`src/rtl/lot_occupancy_tracker.sv`:
```
// -----------------------------------------------------------------------------
// lot_occupancy_tracker
//
// Multi-gate parking-lot occupancy tracker. Each entry and exit lane carries a
// level-type vehicle sensor. Every sensor is synchronised (two flops), then
// compared against a history flop so that one low-to-high transition yields
// one single-cycle event pulse. All entry and exit pulses of a cycle are summed
// into one saturating update of the occupancy count.
//
// Parameters
//   GATES     number of entry lanes and number of exit lanes (1..8)
//   CAPACITY  lot capacity in spaces (1..255)
//   INIT      occupancy loaded at reset and on preset (0..CAPACITY)
//   MARGIN    near_full asserts when free <= MARGIN
//   WIDTH     width of count/free, 2^WIDTH > CAPACITY
//
// Ports
//   clk        in   rising-edge clock for all state
//   reset_n    in   asynchronous active-low reset
//   enter      in   [GATES] entry sensor levels (asynchronous)
//   exit       in   [GATES] exit sensor levels (asynchronous)
//   preset     in   load INIT into count, discarding this cycle's events
//   clear_err  in   clear the sticky overflow/underflow flags
//   count      out  [WIDTH] current occupancy
//   free       out  [WIDTH] CAPACITY - count
//   full       out  count == CAPACITY
//   empty      out  count == 0
//   near_full  out  free <= MARGIN
//   overflow   out  sticky: an update was clipped at CAPACITY
//   underflow  out  sticky: an update was clipped at 0
// -----------------------------------------------------------------------------
module lot_occupancy_tracker #(
    parameter int GATES    = 2,
    parameter int CAPACITY = 20,
    parameter int INIT     = 0,
    parameter int MARGIN   = 2,
    parameter int WIDTH    = 8
) (
    input  logic             clk,
    input  logic             reset_n,
    input  logic [GATES-1:0] enter,
    input  logic [GATES-1:0] exit,
    input  logic             preset,
    input  logic             clear_err,
    output logic [WIDTH-1:0] count,
    output logic [WIDTH-1:0] free,
    output logic             full,
    output logic             empty,
    output logic             near_full,
    output logic             overflow,
    output logic             underflow
);

    // Width of a per-cycle event count (0..GATES).
    localparam int CNT_W = $clog2(GATES + 1);
    // Signed width for count + E - X: holds count + GATES and -GATES without wrap.
    localparam int RAW_W = WIDTH + CNT_W + 2;

    localparam logic [WIDTH-1:0]        CAP_W    = WIDTH'(CAPACITY);
    localparam logic [WIDTH-1:0]        INIT_W   = WIDTH'(INIT);
    localparam logic [WIDTH-1:0]        MARGIN_W = WIDTH'(MARGIN);
    localparam logic [WIDTH-1:0]        FREE_RST = WIDTH'(CAPACITY - INIT);
    localparam logic                    FULL_RST = (INIT == CAPACITY);
    localparam logic                    EMPTY_RST = (INIT == 0);
    localparam logic                    NEAR_RST = ((CAPACITY - INIT) <= MARGIN);
    localparam logic signed [RAW_W-1:0] CAP_S    = RAW_W'(CAPACITY);

    // ------------------------------------------------------------------
    // Sensor synchronisers and history flops.
    // Everything resets to 1 so a sensor already high at reset release
    // must go low and high again before it counts.
    // ------------------------------------------------------------------
    logic [GATES-1:0] enter_s1_reg, enter_s2_reg, enter_s3_reg;
    logic [GATES-1:0] exit_s1_reg, exit_s2_reg, exit_s3_reg;

    always_ff @(posedge clk or negedge reset_n) begin
        if (!reset_n) begin
            enter_s1_reg <= '1;
            enter_s2_reg <= '1;
            enter_s3_reg <= '1;
            exit_s1_reg  <= '1;
            exit_s2_reg  <= '1;
            exit_s3_reg  <= '1;
        end else begin
            // History keeps advancing even on preset cycles.
            enter_s1_reg <= enter;
            enter_s2_reg <= enter_s1_reg;
            enter_s3_reg <= enter_s2_reg;
            exit_s1_reg  <= exit;
            exit_s2_reg  <= exit_s1_reg;
            exit_s3_reg  <= exit_s2_reg;
        end
    end

    // Per-lane rising-edge pulses.
    logic [GATES-1:0] enter_pulse;
    logic [GATES-1:0] exit_pulse;

    genvar gi;
    generate
        for (gi = 0; gi < GATES; gi++) begin : g_lane
            assign enter_pulse[gi] = enter_s2_reg[gi] & ~enter_s3_reg[gi];
            assign exit_pulse[gi]  = exit_s2_reg[gi]  & ~exit_s3_reg[gi];
        end
    endgenerate

    // ------------------------------------------------------------------
    // Popcount of pulses across all lanes.
    // ------------------------------------------------------------------
    logic [CNT_W-1:0] enter_cnt;
    logic [CNT_W-1:0] exit_cnt;

    always_comb begin
        enter_cnt = '0;
        exit_cnt  = '0;
        for (int i = 0; i < GATES; i++) begin
            enter_cnt = enter_cnt + CNT_W'(enter_pulse[i]);
            exit_cnt  = exit_cnt  + CNT_W'(exit_pulse[i]);
        end
    end

    // ------------------------------------------------------------------
    // Occupancy state.
    // ------------------------------------------------------------------
    logic [WIDTH-1:0] count_reg, count_next;
    logic [WIDTH-1:0] free_reg, free_next;
    logic             full_reg, full_next;
    logic             empty_reg, empty_next;
    logic             near_full_reg, near_full_next;
    logic             overflow_reg, overflow_next;
    logic             underflow_reg, underflow_next;

    logic signed [RAW_W-1:0] raw;

    // Enter and exit net out in one signed sum before any clipping, so
    // simultaneous arrivals and departures never produce a spurious error.
    assign raw = $signed({{(RAW_W-WIDTH){1'b0}}, count_reg})
               + $signed({{(RAW_W-CNT_W){1'b0}}, enter_cnt})
               - $signed({{(RAW_W-CNT_W){1'b0}}, exit_cnt});

    always_comb begin
        count_next     = count_reg;
        overflow_next  = overflow_reg;
        underflow_next = underflow_reg;

        // Clear first, so an error detected in the same cycle still sets.
        if (clear_err) begin
            overflow_next  = 1'b0;
            underflow_next = 1'b0;
        end

        if (preset) begin
            // Events this cycle are dropped; flags are left alone.
            count_next = INIT_W;
        end else if (raw[RAW_W-1]) begin
            count_next     = '0;
            underflow_next = 1'b1;
        end else if (raw > CAP_S) begin
            count_next    = CAP_W;
            overflow_next = 1'b1;
        end else begin
            count_next = raw[WIDTH-1:0];
        end

        // Status is derived from the next count so it lines up with count.
        free_next      = CAP_W - count_next;
        full_next      = (count_next == CAP_W);
        empty_next     = (count_next == '0);
        near_full_next = (free_next <= MARGIN_W);
    end

    always_ff @(posedge clk or negedge reset_n) begin
        if (!reset_n) begin
            count_reg     <= INIT_W;
            free_reg      <= FREE_RST;
            full_reg      <= FULL_RST;
            empty_reg     <= EMPTY_RST;
            near_full_reg <= NEAR_RST;
            overflow_reg  <= 1'b0;
            underflow_reg <= 1'b0;
        end else begin
            count_reg     <= count_next;
            free_reg      <= free_next;
            full_reg      <= full_next;
            empty_reg     <= empty_next;
            near_full_reg <= near_full_next;
            overflow_reg  <= overflow_next;
            underflow_reg <= underflow_next;
        end
    end

    assign count     = count_reg;
    assign free      = free_reg;
    assign full      = full_reg;
    assign empty     = empty_reg;
    assign near_full = near_full_reg;
    assign overflow  = overflow_reg;
    assign underflow = underflow_reg;

endmodule

```
`config.mk`:
```
export PLATFORM = sky130hd
export DESIGN_NAME = lot_occupancy_tracker
export DESIGN_NICKNAME = d
export VERILOG_FILES = /design/src/rtl/lot_occupancy_tracker.sv
export SDC_FILE = /design/constraint.sdc
export NUM_CORES = 1
export LEC_CHECK = 0
export BUFFER_PORTS_ARGS = -buffer_cell sky130_fd_sc_hd__buf_2
export CAP_MARGIN = 20
export CORE_MARGIN = 8
export CORE_UTILIZATION = 50
export DETAILED_ROUTE_END_ITERATION = 6
export GPL_ROUTABILITY_DRIVEN = 0
export PLACE_DENSITY = 0.84
export SYNTH_ARGS = -nofsm -noshare
export SYNTH_HDL_FRONTEND = slang
export SYNTH_SLANG_ARGS = --single-unit
```
`constraint.sdc`:
```
create_clock -name clk -period 13.4 [get_ports clk]
set_clock_uncertainty 0.15 [all_clocks]
set_input_delay 3.35 -clock clk [delete_from_list [all_inputs] [get_ports clk]]
set_output_delay 3.35 -clock clk [all_outputs]
set_load 0.03 [all_outputs]
```
# Word level (Yosys, flattened, before mapping)
# Index checks and enable logic that the tools add are counted.
classes:
  add_sub_neg: 5
  n_lt_le_gt_ge: 2
  n_eq_ne: 1
  muxes: 10
  bitwise: 8
  reduce_logical: 1
op_table:
  columns: ["op", "n"]
  rows:
  - ["8-bit two-way mux", 3]
  - ["10-bit by 6-bit greater-than comparator with 1-bit output (second input constant)", 1]
  - ["9-bit by 2-bit subtractor with 10-bit output", 1]
  - ["8-bit by 2-bit adder with 9-bit output", 1]
  - ["8-bit by 5-bit equality test with 1-bit output (second input constant)", 1]
  - ["8-bit by 2-bit <= comparator with 1-bit output (second input constant)", 1]
  - ["8-bit zero test", 1]
  - ["5-bit by 8-bit subtractor with 8-bit output (first input constant)", 1]
  - ["1-bit two-way mux", 7]
  - ["1-bit by 1-bit adder with 2-bit output", 2]
  - ["1-bit AND", 4]
  - ["1-bit inverter", 4]
totals:
  register_bits: 33
  input_bits: 8
  out_inout_bits: 21

# Logic depth before layout (Yosys ltp)
depth:
  word_depth: 11
  mapped_depth: 21
  ltp_nobuf: 20

# Worst setup path after synthesis
# No wires, ideal clock.
synth_path:
  path_type: "register to register"
  from: "register exit_s2_reg[0]"
  to: "register near_full_reg, in the netlist near_full"
  setup_ns: 0.078
  arrival_ns: 4.980
  required_time_ns: 13.172
  slack_ns: 8.192
  stages_incl_launch_ff: 22
  period_less_slack_ns: 5.208
  cell_sequence: "dfstp_2 -> nor2b_1 -> fa_1 -> fa_1 -> inv_1 -> ha_1 -> inv_1 -> fa_1 -> nand2b_1 -> or3_1 -> o221a_1 -> or3b_4 -> nor4_4 -> nand2_1 -> or2_1 -> ha_1 -> buf_1 -> o21ai_0 -> nand2_1 -> a21oi_1 -> a32oi_2 -> a21oi_1"
synth_via:
  elab_chain_len: 9
synth_lines:
  columns: ["item", "line_no", "text"]
  rows:
  - ["from (decl)", "74", "logic [GATES-1:0] exit_s1_reg, exit_s2_reg, exit_s3_reg;"]
  - ["from (signal assigned)", "90", "exit_s2_reg <= exit_s1_reg;"]
  - ["1-bit AND *", "103", "assign exit_pulse[gi] = exit_s2_reg[gi] & ~exit_s3_reg[gi];"]
  - ["1-bit by 1-bit adder with 2-bit output *", "118", "exit_cnt = exit_cnt + CNT_W'(exit_pulse[i]);"]
  - ["9-bit by 2-bit subtractor with 10-bit output *", "139", "- $signed({{(RAW_W-CNT_W){1'b0}}, exit_cnt});"]
  - ["10-bit by 6-bit greater-than comparator with 1-bit output", "158", "end else if (raw > CAP_S) begin"]
  - ["8-bit two-way mux", "158", null]
  - ["8-bit two-way mux *", "155", "end else if (raw[RAW_W-1]) begin"]
  - ["8-bit two-way mux *", "152", "if (preset) begin"]
  - ["5-bit by 8-bit subtractor with 8-bit output *", "166", "free_next = CAP_W - count_next;"]
  - ["net free_next[4]", "126", "logic [WIDTH-1:0] free_reg, free_next;"]
  - ["8-bit by 2-bit <= comparator with 1-bit output *", "169", "near_full_next = (free_next <= MARGIN_W);"]
  - ["net near_full_next", "129", "logic near_full_reg, near_full_next;"]
  - ["to (signal assigned)", "186", "near_full_reg <= near_full_next;"]
  - ["to (decl)", "129", null]
# The timed path passes the listed nets; every way through them passes the cells marked *.

# Worst setup path after layout
# Ends and elaborated chain as after synthesis.

==> impl_metrics.yaml <==
worst_hold_path:
  min_delay_path_depth: 0
  hp-class: "reg -> reg"
sta:
  min_period_ns: 5.67
  max_slew_margin_pct: 56.3
  fin_crit_sh_pct: 42.3
  hold_slack_ns: 0.211
  layout_setup_ws_ns: 7.73
  slew_violations: 0
  fin_tns_setup_ns: 0
  rsz0062_at_grt: "false"
  finalSetupViolations: 0
  tightest_slew_ns: 0.656
  timing.fmax_mhz: 176
  final_hold_viol_count: 0
finish:
  largest_reg_flops: 8
  layout_commonest_cell: "buf_2"
  diodes: 0
  fin_area_mm2: 0.00186
  mostFrequentLayoutCells: "buf_2 (28), inv_1 (19), dfrtp_1 (17)"
  nets: 202
  final_util_pct: 61.0
  drive_gt1_share_pct: 32.6
  area_growth_pct: 15.9
placement:
  pre_cts_slack_ns: 7.79
  port_buffers: 28
  dpl_cell_area_mm2: 0.00181
  hpwlAfterDp_um: 2350
worst_setup_path:
  worstPathRequired_ns: 13.50
  crit_fanout: 10
  arrival_ns: 5.76
  r2r_slack_ns: 7.73
  end_kind: "flop"
  cp-start-kind: "flop"
  worst-setup-path-type: "reg -> reg"
  reg2reg_depth: 20
route:
  firstDrtPassIters: 6
  drc: 0
  totalWireLength_um: 3030
  wl_per_cell_um: 13.5
  vias_per_cell: 5.09
  vias: 1145
  drtIter0Drc: 52
  antenna_left: 0
clock_tree:
  cts_htree_levels: 2
  cts_setup_buffers: 0
  clkSinkCount: 32
  cts.repair.resized: 0
  cts_hold_buf: 0
  insertion_delay_ns: 0.33
  tritoncts: "done"
  cts_buffer_depth: 2
  cts_buffers: 5
  cts-root-buf: "clkbuf_4"
  path_clk_slew_ns: 0.10
die:
  row_count: 20
  ioPinCount: 29
  fp.coreArea_mm2: 0.00305
  start_util_pct: 52.7
  die_x_um: 72.7
  die_y_um: 72.7
  die_area_mm2: 0.00529
pwr:
  p_leak_uw: 0.000935
  peakVddDrop_v: 0.0000667
  power_density_mw_per_mm2: 124
synthesis:
  yosysWarnings: 0
  netlist_instances: 143
  ys_types: 43
  netlist_area_mm2: 0.00161
  synth_seq_area_share_pct: 51.0
  avgSynthCellArea_um2: 11.2
  synth-main-ff-cell: "dfrtp_1"
  synth_edf_count: 0
  async_flop_share_pct: 100
  synth_seq_cells: 32
grt:
  antenna_found_initial: 0
  gr-total-overflow: 0
  track_usage_pct: 12.4
  grt_pass1_vias: 1146
  grt_max_degree: 33
  grt_pass1_wl_um: 4960
run:
  drv_cap: 0
outcome:
  outcome: "finished, final reports clean"
## final timing paths
check,from,end
setup / recovery,exit_s2_reg[0],near_full
hold / removal,enter_s1_reg[0],enter_s2_reg[0]
setup reg to reg,exit_s2_reg[0],near_full
hold reg to reg,enter_s1_reg[0],enter_s2_reg[0]
max in group asynchronous,reset_n,near_full
min in group asynchronous,reset_n,count[4]
## synthesized netlist by cell type (4+ instances only)
cell,number,area [um^2]
dfstp_2,15,394
inv_1,19,71.3
nor2b_1,4,25.0
nor2_1,5,18.8
a21oi_1,7,35.0
nand3_1,4,20.0
dfrtp_1,17,425
ha_1,11,138
nand2_1,9,33.8
nand2b_1,4,25.0
xor2_1,4,35.0
o21bai_1,4,30.0
## kinds of logic after synthesis
| group | after synthesis | synth area share, % |
|---|---|---|
| buffers and inverters | 21 | 5.14 |
| other | 1 | 0.233 |
| adders and majority gates | 14 | 12.3 |
| DFF | 32 | 51.0 |
| and+or+nand+nor | 40 | 15.0 |
| AOI/OAI and AO/OA | 30 | 13.6 |
| xor gates and xnor gates | 5 | 2.72 |
## final cells by class
| cell class | instances | area [um^2] |
|---|---|---|
| clock buffer | 5 | 37.5 |
| tap | 44 | 55.1 |
| inverter | 19 | 71.3 |
| fill | 286 | 1190 |
| multi-input combinational | 94 | 721 |
| timing repair buffer | 28 | 140 |
| clock inverter | 3 | 18.8 |
| sequential | 32 | 820 |
## through the flow
step	power [uW]	cells
2_1_floorplan	163	147
3_3_place_gp	178	217
3_5_place_dp	180	217
4_1_cts	233	225
5_1_grt	247	225
6_report	231	225
## worst max-delay path, stage by stage, from the launching register on
cell	delay [ns]
dfstp_2	0.54
nor2b_1	0.17
fa_1	0.46
fa_1	0.40
inv_1	0.06
ha_1	0.16
inv_1	0.06
fa_1	0.41
nand2b_1	0.18
or3_1	0.37
o221a_1	0.24
or3b_4	0.41
nor4_4	0.52
nand2_1	0.17
or2_1	0.27
ha_1	0.31
o21ai_0	0.20
nand2_1	0.08
a21oi_1	0.18
a32oi_2	0.08
a21oi_1	0.15
## metal layers
layer  global-route usage, %  wire, um  up-vias
li1                        -         -      557
met1                    12.8      1310      559
met2                    21.0      1540       25
met3                    5.36       144        4
met4                    6.22        44        0
met5                       0         0        -
## report_power, final
group | internal, uW | leakage (uW) | switching, uW
registers | 106 | 0.000373 | 3.13
clock network | 20.1 | 0.0000349 | 32.1
logic | 24.4 | 0.000527 | 45.3
total | 150 | 0.000935 | 80.5
No activity file was read; power rests on OpenSTA's default activity.
